[src/rtl/imem_boot_loader.sv]
// imem_boot_loader
// Loads a program into instruction memory from a byte stream before the core
// is allowed to run. Bytes arrive over a valid/ready handshake, are packed
// little-endian into INST_W-bit words and written to imem from address 0 up.
// The core is held in reset (core_reset_n = 0) until the whole load finishes.
module imem_boot_loader #(
  parameter int INST_W         = 16,
  parameter int I_ADDR_W       = 12,
  parameter int I_MEMORY_DEPTH = 1 << I_ADDR_W
) (
  input  logic                clk,
  input  logic                reset,
  input  logic                start,
  input  logic [I_ADDR_W:0]   length,
  input  logic                in_valid,
  input  logic [7:0]          in_data,
  output logic                in_ready,
  output logic                imem_we,
  output logic [I_ADDR_W-1:0] imem_waddr,
  output logic [INST_W-1:0]   imem_wdata,
  output logic                core_reset_n,
  output logic                busy,
  output logic                done,
  output logic                error
);

  localparam int BYTES_PER_INST = INST_W / 8;
  localparam int BC_W = (BYTES_PER_INST > 1) ? $clog2(BYTES_PER_INST) : 1;

  localparam logic [BC_W-1:0]   LAST_BYTE = BC_W'(BYTES_PER_INST - 1);
  localparam logic [BC_W-1:0]   ONE_B     = 1;
  localparam logic [I_ADDR_W:0] ONE_W     = 1;
  localparam logic [I_ADDR_W:0] DEPTH_LEN = (I_ADDR_W + 1)'(I_MEMORY_DEPTH);

  // Load sequencer states
  localparam logic [2:0] S_HOLD  = 3'd0;
  localparam logic [2:0] S_RECV  = 3'd1;
  localparam logic [2:0] S_WRITE = 3'd2;
  localparam logic [2:0] S_RUN   = 3'd3;
  localparam logic [2:0] S_ERR   = 3'd4;

  logic [2:0]          state_reg, state_next;
  logic [I_ADDR_W:0]   word_cnt_reg, word_cnt_next;
  logic [I_ADDR_W:0]   length_reg, length_next;
  logic [BC_W-1:0]     byte_cnt_reg, byte_cnt_next;
  logic [I_ADDR_W-1:0] waddr_reg, waddr_next;
  logic [INST_W-1:0]   wdata_reg, wdata_next;

  logic in_ready_reg, in_ready_next;
  logic imem_we_reg, imem_we_next;
  logic core_reset_n_reg, core_reset_n_next;
  logic busy_reg, busy_next;
  logic done_reg, done_next;
  logic error_reg, error_next;

  logic                accept;
  logic                enter_run;
  logic [I_ADDR_W:0]   word_inc;
  logic [INST_W-1:0]   word_asm;

  // in_ready is registered and only ever high in RECV, so it gates acceptance
  assign accept   = (state_reg == S_RECV) && in_valid && in_ready_reg;
  assign word_inc = word_cnt_reg + ONE_W;

  // One byte lane per stream byte of an instruction. The assembled word
  // forwards the byte being accepted this cycle so the final byte can be
  // written without an extra cycle of latency.
  for (genvar gi = 0; gi < BYTES_PER_INST; gi++) begin : g_lane
    logic [7:0] lane_reg;
    logic       lane_hit;

    assign lane_hit = accept && (byte_cnt_reg == BC_W'(gi));

    // Capture the accepted byte into its lane; cleared on reset so a partial
    // word never survives into a later load
    always_ff @(posedge clk) begin
      if (reset) begin
        lane_reg <= '0;
      end else if (lane_hit) begin
        lane_reg <= in_data;
      end
    end

    assign word_asm[8*gi +: 8] = lane_hit ? in_data : lane_reg;
  end

  // Next-state, counters and write address/data selection
  always_comb begin
    state_next    = state_reg;
    word_cnt_next = word_cnt_reg;
    byte_cnt_next = byte_cnt_reg;
    length_next   = length_reg;
    waddr_next    = waddr_reg;
    wdata_next    = wdata_reg;
    enter_run     = 1'b0;

    case (state_reg)
      S_HOLD, S_RUN, S_ERR: begin
        if (start) begin
          if (length == '0) begin
            state_next = S_RUN;
            enter_run  = 1'b1;
          end else if (length > DEPTH_LEN) begin
            state_next = S_ERR;
          end else begin
            state_next    = S_RECV;
            length_next   = length;
            word_cnt_next = '0;
            byte_cnt_next = '0;
          end
        end
      end

      S_RECV: begin
        if (accept) begin
          if (byte_cnt_reg == LAST_BYTE) begin
            state_next    = S_WRITE;
            byte_cnt_next = '0;
            waddr_next    = word_cnt_reg[I_ADDR_W-1:0];
            wdata_next    = word_asm;
          end else begin
            byte_cnt_next = byte_cnt_reg + ONE_B;
          end
        end
      end

      S_WRITE: begin
        // word_cnt is one bit wider than the address, so a full-depth load
        // reaches length without wrapping
        word_cnt_next = word_inc;
        byte_cnt_next = '0;
        if (word_inc == length_reg) begin
          state_next = S_RUN;
          enter_run  = 1'b1;
        end else begin
          state_next = S_RECV;
        end
      end

      default: begin
        state_next = S_HOLD;
      end
    endcase
  end

  // Registered outputs are decoded from the state being entered
  always_comb begin
    in_ready_next     = (state_next == S_RECV);
    imem_we_next      = (state_next == S_WRITE);
    busy_next         = (state_next == S_RECV) || (state_next == S_WRITE);
    core_reset_n_next = (state_next == S_RUN);
    done_next         = enter_run;
    error_next        = (state_next == S_ERR);
  end

  // State and output registers
  always_ff @(posedge clk) begin
    if (reset) begin
      state_reg        <= S_HOLD;
      word_cnt_reg     <= '0;
      byte_cnt_reg     <= '0;
      length_reg       <= '0;
      waddr_reg        <= '0;
      wdata_reg        <= '0;
      in_ready_reg     <= 1'b0;
      imem_we_reg      <= 1'b0;
      core_reset_n_reg <= 1'b0;
      busy_reg         <= 1'b0;
      done_reg         <= 1'b0;
      error_reg        <= 1'b0;
    end else begin
      state_reg        <= state_next;
      word_cnt_reg     <= word_cnt_next;
      byte_cnt_reg     <= byte_cnt_next;
      length_reg       <= length_next;
      waddr_reg        <= waddr_next;
      wdata_reg        <= wdata_next;
      in_ready_reg     <= in_ready_next;
      imem_we_reg      <= imem_we_next;
      core_reset_n_reg <= core_reset_n_next;
      busy_reg         <= busy_next;
      done_reg         <= done_next;
      error_reg        <= error_next;
    end
  end

  assign in_ready     = in_ready_reg;
  assign imem_we      = imem_we_reg;
  assign imem_waddr   = waddr_reg;
  assign imem_wdata   = wdata_reg;
  assign core_reset_n = core_reset_n_reg;
  assign busy         = busy_reg;
  assign done         = done_reg;
  assign error        = error_reg;

endmodule

[config.mk]
export PLATFORM = sky130hd
export DESIGN_NAME = imem_boot_loader
export DESIGN_NICKNAME = d
export VERILOG_FILES = /design/src/rtl/imem_boot_loader.sv
export SDC_FILE = /design/constraint.sdc
export NUM_CORES = 1
export LEC_CHECK = 0
export CAP_MARGIN = 20
export CORE_UTILIZATION = 35
export CTS_CLUSTER_DIAMETER = 40
export DETAILED_ROUTE_END_ITERATION = 6
export SYNTH_ARGS = -nofsm -noshare
export SYNTH_HDL_FRONTEND = slang
export SYNTH_SLANG_ARGS = --single-unit
[constraint.sdc]
create_clock -name clk -period 3.34 [get_ports clk]
set_input_delay 0.668 -clock clk [delete_from_list [all_inputs] [get_ports clk]]
set_output_delay 0.668 -clock clk [all_outputs]
set_load 0.01 [all_outputs]
; ---- After elaboration in Yosys (flattened, before gate mapping)
; Index checks and enable logic that the tools add are counted.
[totals]
out_inout_bits = 34
input_bits = 25
reg_bits = 80
word_cells = 70
[op_classes]
n_eq_ne = 13
muxes = 23
n_lt_le_gt_ge = 1
n_addsub = 2
n_reduce_logical = 14
n_bitwise = 3
[ops]
columns = cell, count
row1 = $mux W13, 3
row2 = $pmux W13 S2, 1
row3 = $mux W8, 2
row4 = $mux W3, 5
row5 = $add A13 B1 Y13 const B, 1
row6 = $eq A13 B13 Y1, 1
row7 = $gt A13 B13 Y1 const B, 1
row8 = $logic_not A13 Y1, 1
row9 = $eq A3 B2 Y1 const B, 4
row10 = $pmux W3 S3, 1
row11 = $mux W1, 8
row12 = $ne A2 B2 Y1 const B, 4
row13 = $reduce_and A4 Y1, 2
row14 = $eq A3 B1 Y1 const B, 2
row15 = $eq A3 B3 Y1 const B, 2
row16 = $reduce_and A5 Y1, 1
row17 = $logic_and A1 B1 Y1, 4
row18 = $logic_not A3 Y1, 1
row19 = $not A1 Y1, 3
row20 = $pmux W1 S3, 1
row21 = $reduce_and A3 Y1, 1
row22 = $reduce_bool A3 Y1, 1
row23 = $reduce_or A3 Y1, 1
row24 = $mux W2, 1
row25 = other kinds (4), 4

; ---- Logic depth before layout (Yosys ltp)
[logic_depth]
ltp_word = 7
depth_mapped = 8
mapped_depth_nobuf = 7

; ---- Least setup slack after synthesis
; Ideal clock, no wire load.
[synth_path]
path_type = input -> register
start = input length[2]
end = register length_reg[0]
stages = 7
required_ns = 3.212
t_arrival_ns = 2.416
path_slack_ns = 0.796
setup_ns = 0.128
path_cell_list = or4_4 > o31ai_4 > or4b_1 > buf_2 > buf_6 > mux2i_1 > nor2_1
[synth_via]
elab_chain_len = 3
elab_cells_between_ends = 5
cone_classes = order compare (1) / bitwise (2) / reduce/logical (2)
[synth_rtl]
columns = element, line_no
row1 = from (decl), 14  ; input logic [I_ADDR_W:0] length,
row2 = $gt A13 B13 Y1 or $logic_not A13 Y1 (tied branches), "103, 100"
row3 = $not A1 Y1 (no source line), --
row4 = $reduce_and A4 Y1 (no source line) *, --
row5 = to (signal assigned), 175  ; length_reg <= length_next;
row6 = to (decl), 44  ; logic [I_ADDR_W:0] length_reg, length_next;
; Mark *: on every way between the ends. The rest lies on a longest branch, timed or not.
; A chain may end at the register's enable or synchronous reset.

; ---- Worst setup path after layout
[layout_path]
start = input length[2]
end = register word_cnt_reg[8]
[layout_via]
elab_chain_len = 3
elab_cells_between_ends = 5
cone_classes = order compare (1) / eq/ne (2) / reduce/logical (2)
[layout_rtl]
columns = element, line_no
row1 = $gt A13 B13 Y1 or $logic_not A13 Y1 (tied branches), "103, 100"
row2 = $ne A2 B2 Y1 (no source line), --
row3 = $reduce_and A4 Y1 (no source line) *, --
row4 = to (signal assigned), 173  ; word_cnt_reg <= word_cnt_next;
row5 = to (decl), 43  ; logic [I_ADDR_W:0] word_cnt_reg, word_cnt_next;
; Marked as above.

==> impl_results.md <==
- Outcome: finished clean
- Worst-path maximum fanout: 5
- Type of element launching the critical path: input pin
- Unrepaired setup endpoints after global routing: no
- Cell chosen for the clock root: sky130_fd_sc_hd__clkbuf_8
- Average footprint of a synthesized cell: roughly 8.4 um^2
- Worst EP required: 3.54 ns
- Total nets after synthesis: approximately 420
- Least-Margin Pin Slew: around 0.73 ns
- Number of nets still failing antenna checks after routing: 0
- Count of non-filler cells in the finished layout: about 550
- Placed wire-length estimate after detailed placement: between 5000 and 6000 um
- Total CTS buffers: 9
- First-pass GRT wire length: approximately 13000 um
- H-tree lvl count: 3
- Width of the die: about 100 um
- Standard-cell rows: 35
- Total grt overflow: 0
- Cell with the largest stage delay on the worst path: sky130_fd_sc_hd__or4_4
- Crit path largest cell delay: 0.58 ns
- Fraction of final layout cells sized beyond drive strength 1: 0.0792
- Number of flip-flops in the largest register: 16
- Total count of hold-check failures in the final report: 0
- Max Cap Violations: 0
- Pre-CTS setup slack: slightly below 0.2 ns
- Classification of the worst setup path: in2reg
- First-pass iteration count of the detailed router: 6
- Post-route clock skew: approximately 0.012 ns
- Most instantiated flip-flop cell in the synthesis netlist: sky130_fd_sc_hd__dfxtp_1
- Initial core utilization: 0.358
- Setup crit end kind: register
- Clk_lat worst skew: 0.35 ns
- Top achievable clock speed: about 0.36 GHz
- Crit share post-route: 0.835
- CTS tree: built
- Arrival time at the worst endpoint: ~3 ns
- Power density over the cells: between 400 and 500 nW/um^2
- Proportion of register bits with asynchronous set or reset after synthesis: 0
- CTS-repair resized insts: 0
- DRC marker count from the first detailed-route iteration: about 130
- Layout Area Growth over Synthesis: 26.4%
- Wire length per cell: roughly 14 um
- Number of antenna violations at the first check in global routing: 0
- Kind of path behind the tightest hold check: reg2reg
- Mean number of vias per cell: between 5 and 6
- Routed WL: ~7600 um
- Seq/Total Area, Yosys: 0.438
- Pins Over Slew Limit: 0
- Worst VDD drop: around 0.23 mV
- Count of clock tree sinks: between 70 and 80
- Count of flip-flops with a built-in enable after synthesis: 0
- Minimum setup slack in the final design: between 0.5 and 0.6 ns
- Commonest non-fill, non-tap cell in the layout: sky130_fd_sc_hd__dfxtp_1
- Placeable core region: roughly 9200 um^2
- Count of buffer and inverter cells on the critical path: 1
- Chip Height: between 90 and 100 um
- Via count: between 2000 and 3000
- Leak Pwr: 1.56 nW
- Die ar.: 9800 um^2
- Count of port buffers added during placement: between 50 and 60
- Hold bufs inserted after CTS: 0
- Number of post-CTS setup repair buffers: 0
- Clock edge transition at the registers on the reported setup and hold paths: 0.09 ns
- # IOs: 59
- Maximum number of pins on one net before global-route repair: 40
- Gate count of the mapped netlist: 393
- Total Routing Usage GR: 0.168
- Total inserted antenna cells: 0
- Total number of nets in the final design: around 460
- Headroom to the max-slew limit: 0.514
- Vias in the first global route: ~2700
- Leading cell types in the layout, fill and taps excluded: sky130_fd_sc_hd__dfxtp_1 (72), sky130_fd_sc_hd__nand2_1 (71), sky130_fd_sc_hd__clkdlybuf4s50_1 (57)
- Placer congestion estimate: around 0.85
- Longest Clk Path Bufs: 2
- Number of placed instances with taps included: 537
- Family of cells with the greatest summed delay on the critical path: simple AND/OR/NAND/NOR gates
- Yosys cell types: 51
- Post-Synthesis Cell Area: around 3300 um^2
- Synthesis-stage register bit count: 72
- Summed negative setup slack over all endpoints: 0 ns
- Period minus WS final: between 2 and 3 ns
- DRC Markers: 0
- Setup violations, final: 0
- Warnings from Yosys: 0
- Crit path cell chain: clkdlybuf4s50_1 -> or4_4 -> o31ai_4 -> or4b_4 -> and2_1 -> o21ai_1 -> a21oi_1
[tightest hold or removal path, cell delays in order (launching register included)]
cell and delay [ns]:
sky130_fd_sc_hd__dfxtp_1 0.31, sky130_fd_sc_hd__nand2_1 0.05, sky130_fd_sc_hd__a21oi_1 0.06
[kinds of logic (layout without fill, tap and decap cells)]
logic type	Yosys count	in the layout	synth area share
AOI/OAI and AO/OA	82	82	0.156
DFF	72	72	0.438
buffers and inverters	34	83	0.0460
adders and majority gates	1	1	0.00380
muxes	23	23	0.0699
xor gates and xnor gates	18	18	0.0479
and+or+nand+nor	163	163	0.239
[per-layer routing]
metal  wire [um]  vias to the layer above  part of all wire  track usage
met5           0                        -                 0            0
met4         113                        0             0.015       0.0700
met3         326                       10             0.043       0.0404
met2        3440                       68              0.45        0.260
met1        3710                     1293              0.49        0.222
li1            -                     1460                 -            -
[final timing paths]
kind | from | to | slack, ns | depth (start not counted)
worst max-delay path | length[2] | word_cnt_reg[8] | 0.55 | 7
worst max register to register | word_cnt_reg[1] | done | 0.71 | 7
worst min-delay path | g_lane[0].lane_reg[2] | imem_wdata[2] | 0.45 | 2
worst min register to register | g_lane[0].lane_reg[2] | imem_wdata[2] | 0.45 | 2
[cell type report]
cell class,count,area [um^2]
Timing Repair Buffer,65,628
Tap cell,111,139
Fill cell,925,5030
Clock inverter,7,119
Inverter,2,7.51
Multi-Input combinational cell,287,1700
Sequential cell,72,1440
Clock buffer,9,124
[per-stage QoR]
| stage | hold slack [ns] | total power [mW] | utilization | instance area (um^2) |
|---|---|---|---|---|
| after floorplan | 0.432 | 0.974 | - | 3290 |
| after global placement | 0.438 | 1.03 | 0.426 | 3920 |
| after detailed placement | 0.444 | 1.03 | 0.426 | 3920 |
| after CTS | 0.455 | 1.86 | 0.453 | 4160 |
| after global routing | 0.482 | 1.91 | 0.453 | 4160 |
| final | 0.455 | 1.85 | 0.453 | 4160 |
[cells in the mapped netlist, drive strengths merged (5+ instances only)]
library cell,count,area share
xnor2,7,0.019
nand2,72,0.083
o21ai,7,0.011
clkbuf,25,0.028
a31oi,8,0.015
nand3,9,0.014
or4,6,0.016
or3,5,0.011
nor3,6,0.0091
and3,5,0.0095
nor2b,6,0.011
xor2,11,0.029
nor2,35,0.040
buf,7,0.015
dfxtp,72,0.44
a21oi,46,0.071
a311oi,6,0.016
mux2i,23,0.070
[power breakdown]
part | switching [mW] | leakage [nW] | internal, mW
Clock | 0.341 | 0.116 | 0.497
Sequential | 0.0129 | 0.582 | 0.870
Combinational | 0.0596 | 0.866 | 0.0639
Total | 0.414 | 1.56 | 1.43
(Power assumes the default switching activity.)
